<file path="src/rtl/alu_seq_exec.sv">
// Execute-stage ALU: single-cycle arithmetic/logic ops, iterative 1-bit-per-clock shifts,
// with a start/busy/done handshake and registered result/flags.
module alu_seq_exec #(
    parameter int WIDTH   = 32,
    parameter int SHAMT_W = 5
) (
    input  logic             clk,
    input  logic             rst,
    input  logic             start,
    input  logic [3:0]       alu_ctrl,
    input  logic [WIDTH-1:0] a,
    input  logic [WIDTH-1:0] b,
    output logic             busy,
    output logic             done,
    output logic [WIDTH-1:0] result,
    output logic             zero,
    output logic             sign,
    output logic             carry
);

    typedef enum logic {IDLE, SHIFT} state_t;
    typedef enum logic [1:0] {SH_LL, SH_RL, SH_RA} shkind_t;

    state_t           state, state_next;
    shkind_t          kind_in, kind;
    logic [SHAMT_W-1:0] k, count;
    logic             is_shift;
    logic [WIDTH-1:0] work, comb_res, step_res;
    logic             comb_carry, step_out;
    logic [WIDTH:0]   sum, diff;

    always_comb begin
        k        = b[SHAMT_W-1:0];
        is_shift = (alu_ctrl[2:0] == 3'b100) || (alu_ctrl[2:0] == 3'b101) ||
                   (alu_ctrl[2:0] == 3'b110);
        case (alu_ctrl[1:0])
            2'b00:   kind_in = SH_LL;
            2'b01:   kind_in = SH_RL;
            default: kind_in = SH_RA;
        endcase
        sum        = {1'b0, a} + {1'b0, b};
        diff       = {1'b0, a} + {1'b0, ~b} + (WIDTH+1)'(1);
        comb_res   = '0;
        comb_carry = 1'b0;
        case (alu_ctrl)
            4'b0000, 4'b1000: begin
                comb_res   = sum[WIDTH-1:0];
                comb_carry = sum[WIDTH];
            end
            4'b0001, 4'b1001: comb_res = ~b + WIDTH'(1);
            4'b0010:          comb_res = a & b;
            4'b0011:          comb_res = a ^ b;
            4'b0111: begin
                comb_res   = diff[WIDTH-1:0];
                comb_carry = diff[WIDTH];
            end
            // Only reaches the result register for a zero shift amount.
            4'b0100, 4'b1100, 4'b0101, 4'b1101, 4'b0110, 4'b1110: comb_res = a;
            default: ;
        endcase
    end

    always_comb begin
        step_res = work;
        step_out = 1'b0;
        case (kind)
            SH_LL: begin
                step_res = {work[WIDTH-2:0], 1'b0};
                step_out = work[WIDTH-1];
            end
            SH_RL: begin
                step_res = {1'b0, work[WIDTH-1:1]};
                step_out = work[0];
            end
            default: begin
                step_res = {work[WIDTH-1], work[WIDTH-1:1]};
                step_out = work[0];
            end
        endcase
    end

    always_comb begin
        state_next = state;
        case (state)
            IDLE:    if (start && is_shift && k != '0) state_next = SHIFT;
            SHIFT:   if (count == SHAMT_W'(1)) state_next = IDLE;
            default: state_next = IDLE;
        endcase
    end

    always_ff @(posedge clk) begin
        if (rst) state <= IDLE;
        else     state <= state_next;
    end

    always_ff @(posedge clk) begin
        if (rst) begin
            busy   <= 1'b0;
            done   <= 1'b0;
            result <= '0;
            zero   <= 1'b0;
            sign   <= 1'b0;
            carry  <= 1'b0;
            count  <= '0;
            work   <= '0;
            kind   <= SH_LL;
        end else begin
            done <= 1'b0;
            case (state)
                IDLE: begin
                    if (start) begin
                        if (is_shift && k != '0) begin
                            work  <= a;
                            count <= k;
                            kind  <= kind_in;
                            busy  <= 1'b1;
                        end else begin
                            result <= comb_res;
                            carry  <= comb_carry;
                            zero   <= (comb_res == '0);
                            sign   <= comb_res[WIDTH-1];
                            done   <= 1'b1;
                        end
                    end
                end
                SHIFT: begin
                    work  <= step_res;
                    count <= count - SHAMT_W'(1);
                    if (count == SHAMT_W'(1)) begin
                        result <= step_res;
                        carry  <= step_out;
                        zero   <= (step_res == '0);
                        sign   <= step_res[WIDTH-1];
                        busy   <= 1'b0;
                        done   <= 1'b1;
                    end
                end
                default: ;
            endcase
        end
    end

endmodule

</file>
<file path="config.mk">
export PLATFORM = sky130hd
export DESIGN_NAME = alu_seq_exec
export DESIGN_NICKNAME = d
export VERILOG_FILES = /design/src/rtl/alu_seq_exec.sv
export SDC_FILE = /design/constraint.sdc
export NUM_CORES = 1
export LEC_CHECK = 0
export ABC_CLOCK_PERIOD_IN_PS = 4500
export BUFFER_PORTS_ARGS = -buffer_cell sky130_fd_sc_hd__buf_2
export CAP_MARGIN = 20
export CORE_MARGIN = 1.5
export CORE_UTILIZATION = 60
export CTS_CLUSTER_SIZE = 20
export DETAILED_ROUTE_END_ITERATION = 6
export PLACE_DENSITY_LB_ADDON = 0.08
export RECOVER_POWER = 50
export SYNTH_ARGS = -nofsm -noshare
export SYNTH_HDL_FRONTEND = slang
export SYNTH_SLANG_ARGS = --single-unit
</file>
<file path="constraint.sdc">
create_clock -name clk -period 4.5 [get_ports clk]
set_input_delay 1.35 -clock clk [delete_from_list [all_inputs] [get_ports clk]]
set_output_delay 1.35 -clock clk [all_outputs]
set_load 0.01 [all_outputs]
</file>
# == Word-level counts from Yosys, hierarchy flattened ==
# Index checks and enable logic that the tools add are counted.
# totals
ff_bits,77
in_bits,71
out_inout_bits,37
elab_cells,97
# op_classes
add_sub_neg,5
eq_ne,22
mux,38
bitwise,4
n_reduce_logical,18
# op_table
op,n
case mux 32 bit (2 select lines),3
case mux 32 bit (6 select lines),1
2-to-1 mux 32 bit,5
adder 32 x 32 -> 33 bit,2
logical NOT 32 bit,2
"adder 33 x 1 -> 33 bit, second input constant",1
"adder 32 x 1 -> 32 bit, second input constant",1
AND 32 bit,1
inverter 32 bit,1
XOR 32 bit,1
"== test 4 bit, second input constant",5
2-to-1 mux 1 bit,18
"== test 4 x 3 -> 1 bit, second input constant",4
case mux 1 bit (2 select lines),7
2-to-1 mux 5 bit,2
case mux 5 bit (2 select lines),1
"== test 3 bit, second input constant",3
AND reduction 3 bit,3
"== test 4 x 2 -> 1 bit, second input constant",2
"!= test 2 bit, second input constant",3
OR reduction 6 bit,1
"== test 5 x 1 -> 1 bit, second input constant",1
nonzero test 5 bit,1
"subtractor 5 x 1 -> 5 bit, second input constant",1
other kinds (11),17

# == Depth between registers and ports, before layout ==
# logic_depth
ltp_word,8
ltp_mapped,15
ltp_nobuf,14

# == Worst setup path before layout ==
# Ideal clock, no wire load.
# synth_timing
path_type,input -> register
start,input a[0]
end,register zero
setup_ps,92
t_arrival_ps,4151
t_required_ps,4408
path_slack_ps,257
stages,14
n_path_buf,0
path_cell_list,inv_1 ha_1 fa_1 and2b_1 o2111ai_2 and3b_4 nor2_4 a221oi_2 a221o_1 a2111oi_2 nand4_1 nor4_1 nand3_1 o32ai_1
# synth_between
elab_chain_cells,7
elab_cells_between_ends,10
classes_between,3 x add/sub; 4 x mux; 2 x bitwise; 1 x reduce/logical
# synth_rtl
element,line_no,source
"start, declared",11,"input logic [WIDTH-1:0] a,"
adder 32 x 32 -> 33 bit,42,"diff = {1'b0, a} + {1'b0, ~b} + (WIDTH+1)'(1);"
adder 33 x 1 -> 33 bit,42,
case mux 32 bit (6 select lines) (*),45,case (alu_ctrl)
logical NOT 32 bit (*),120,zero <= (comb_res == '0);
2-to-1 mux 1 bit (*),112,if (is_shift && k != '0) begin
2-to-1 mux 1 bit (*),111,if (start) begin
case mux 1 bit (2 select lines) (*),109,case (state)
"end signal, assigned",120,
"end signal, assigned",132,zero <= (step_res == '0);
"end, declared",16,"output logic zero,"
# Mark *: on every way between the ends. The rest lies on a longest branch, timed or not. The select of a mux whose other input is x is not followed.
# A chain may end at the register's enable or synchronous reset.

# == Worst setup path after layout ==
# layout_timing
start,input b[1]
end,register zero
# layout_between
elab_chain_cells,8
elab_cells_between_ends,16
classes_between,4 x add/sub; 1 x eq/ne; 4 x mux; 3 x bitwise; 4 x reduce/logical
# layout_rtl
element,line_no,source
"start, declared",12,"input logic [WIDTH-1:0] b,"
inverter 32 bit,"42, 50",
adder 32 x 32 -> 33 bit,42,
adder 33 x 1 -> 33 bit,42,
case mux 32 bit (6 select lines),45,
logical NOT 32 bit,120,
2-to-1 mux 1 bit,112,
2-to-1 mux 1 bit,111,
case mux 1 bit (2 select lines),109,
# Parallel ways exist; a longest one is shown, timed or not. The select of a mux whose other input is x is not followed.

==> impl_metrics.yaml <==
setup_path:
  cp-start-kind: "primary input"
  timing_worst_setup_path_type: "in -> reg"
  setup.worst_path.end_class: "flip-flop"
  critPathMaxFanout: 5
  reg2reg_slack_ns: 1.63
  crit_end: "zero"
  rr_worst_depth: 11
  cp-startpoint: "b[1]"
  worst_ep_arrival_time_ns: 4.57
  rr_endpoint: "zero"
  reg2reg_from: "state"
  worstPathRequired_ns: 4.75
route:
  drt_iter0_markers: 2162
  vias: 12700
  finalWirelength_um: 40800
  antenna_left: 0
  first_pass_iters: 7
  vias_per_cell: 6.85
  wl_per_cell_um: 21.9
  route.detailed.drc: 0
cells_and_area:
  n_antenna_cell: 0
  drive_above_1_share: 0.210
  areaGrowthSynthToFinish_pct: 24.1
  finish.instance_area_mm2: 0.0120
  fill_cells: 1313
  nets: 1781
floorplan:
  fp.coreArea_mm2: 0.0158
  row_count: 46
  die_x_um: 130
  die_y_um: 130
  dieArea_mm2: 0.0169
  io_pins: 108
  start_util: 0.610
timing:
  maxSlewHeadroom: 0.128
  fin_crit_ns: 4.33
  timing.fmax_mhz: 231
  timing.final.crit_share: 0.962
  rsz0062_at_grt: "no"
  whs_ns: 0.447
  drv_slew: 0
  timing.final.hold_violations: 0
  worst_pin_slew_ns: 1.31
  setup_viol: 0
  clock_skew_ns: 0.00498
place:
  globalplace.congestion: 1.11
  portBuffers: 107
  hpwlAfterDp_um: 31000
  placedInstanceArea_mm2: 0.0116
synthesis:
  syn_nets: 1555
  yosys-top-cells-area: "dfxtp_1 (16%), ha_1 (8.9%), nand2_1 (8.2%)"
  synth_top_area_cell: "dfxtp_1"
  synth_area_mm2: 0.00966
  synthArstFlopShare: 0
  synth_cells: 1413
  synth_ff_type: "dfxtp_1"
  synth-seq-cells: 76
  syn_avg_cell_area_um2: 6.83
  synth.distinct_cells: 93
  yosysSeqAreaShare: 0.158
  yosysWarnings: 0
  synth_edf_count: 0
  yosysTopAreaCellShare: 0.158
  yosysMostFrequentCell: "nand2_1"
  synth_common_cells: "nand2_1 (212), a21oi_1 (116), nor2_1 (109)"
grt:
  grt_pass1_wl_um: 61300
  grt_max_degree: 76
  grt_pass1_vias: 11300
  antenna_found_initial: 0
  grtUsageTotal: 0.468
  grt-ovfl-total: 0
power:
  cellPowerDensity_mw_per_mm2: 247
  p_leak_nw: 4.93
  peakVddDrop_mv: 0.231
clock_network:
  cts_made_buffers: 9
  htree_num_levels: 3
  cts_max_path_buffers: 2
  ctsHoldBuffers: 0
  clk_latency_ns: 0.34
  cts_root_buf: "clkbuf_16"
  cts_tree: "yes"
  clock-sinks: 76
  clkTransAtPathRegs_ns: 0.06
hold_path:
  min_path_type: "reg -> reg"
job:
  drv_cap: 0
outcome:
  status: "complete, no violations"
## per-stage QoR
| stage | power (W) | utilization | instances | setup TNS [ns] | setup WS (ns) |
|---|---|---|---|---|---|
| after detailed placement | 0.00213 | 0.736 | 1841 | -0.242 | -0.210 |
| after global routing | 0.00307 | 0.757 | 1860 | 0 | 0.0114 |
| final | 0.00296 | 0.757 | 1860 | 0 | 0.173 |
| after floorplan | 0.00156 | - | 1413 | 0 | 0.257 |
| after global placement | 0.00211 | 0.736 | 1841 | -0.142 | -0.142 |
| after CTS | 0.00289 | 0.755 | 1857 | 0 | 0.112 |
## power by group
group / internal, W / leakage (nW) / switching (W)
Sequential: 0.000732 / 0.624 / 0.0000563
Clock: 0.000486 / 0.151 / 0.000276
Combinational: 0.000558 / 4.16 / 0.000856
Total: 0.00178 / 4.93 / 0.00119
## worst max-delay path, stage by stage
cell	delay, ns
buf_2	0.10
inv_1	0.12
ha_1	0.29
nand2b_1	0.18
a2111o_1	0.46
a21oi_2	0.26
a31oi_4	0.18
buf_4	0.18
o21ai_0	0.21
nor3_1	0.06
nand4b_1	0.34
nor4_2	0.36
nand3_1	0.16
o32ai_2	0.29
## placed cells by master, fill, tap and decap left out, types with 24 or more instances in the layout
cell type / n
nand2b_1: 29
nand4_1: 24
xnor2_1: 34
nand2_1: 212
buf_2: 70
dfxtp_1: 75
nor3_1: 28
nor2_1: 106
o21ai_0: 70
nand3_1: 50
a21oi_1: 114
inv_1: 75
ha_1: 69
a31oi_1: 36
nor4_1: 28
clkbuf_1: 44
buf_4: 196
o211ai_1: 34
## flip-flops by register name, summed over array words and instances (netlist names), 2 cells and up
| name | cells |
|---|---|
| kind | 2 |
| result | 32 |
| work | 32 |
| count | 5 |
## worst min-delay path by stage
stage | start | endpoint | slack [ns] | depth (start not counted)
detailed placement | result[25] | result[25] | 0.44 | 2
global route | result[8] | result[8] | 0.47 | 2
floorplan | work[23] | work[23] | 0.47 | 2
CTS | result[27] | result[27] | 0.45 | 2
global placement | result[17] | result[17] | 0.44 | 2
finish | result[25] | result[25] | 0.45 | 2
## cell families (layout without fill, tap and decap cells)
kind of cell	after synthesis	count (layout)	share of synthesized area
flip-flops	76	76	0.158
AND/OR/NAND/NOR	559	559	0.280
multiplexers	11	11	0.0115
adder cells (fa/ha/maj)	71	71	0.0935
buffers and inverters	177	408	0.0749
AO/OA/AOI/OAI	483	483	0.350
XOR/XNOR	36	36	0.0327
## routing by layer
layer | up-vias | share of wire | track usage
met4 | 0 | 0.057 | 0.239
met5 | - | 0 | 0
li1 | 5724 | - | -
met1 | 5781 | 0.39 | 0.617
met3 | 218 | 0.14 | 0.128
met2 | 1020 | 0.41 | 0.700
## layout make-up
class                   instances  area [um2]  area share
flip-flops and latches         76        1520       0.127
well taps                     216         270      0.0225
inverters                      77         289      0.0241
clock inverters                 4        73.8     0.00616
clock buffers                  12         236      0.0197
multi-input cells            1160        7500       0.626
repair buffers                315        2090       0.174
## timing repair
| item | 4_1_cts | 5_1_grt |
|---|---|---|
| resized for setup | 0 | 17 |
| setup buffers | 0 | 3 |
| endpoints found under the setup margin | 0 | 4 |
(Power assumes the default switching activity.)
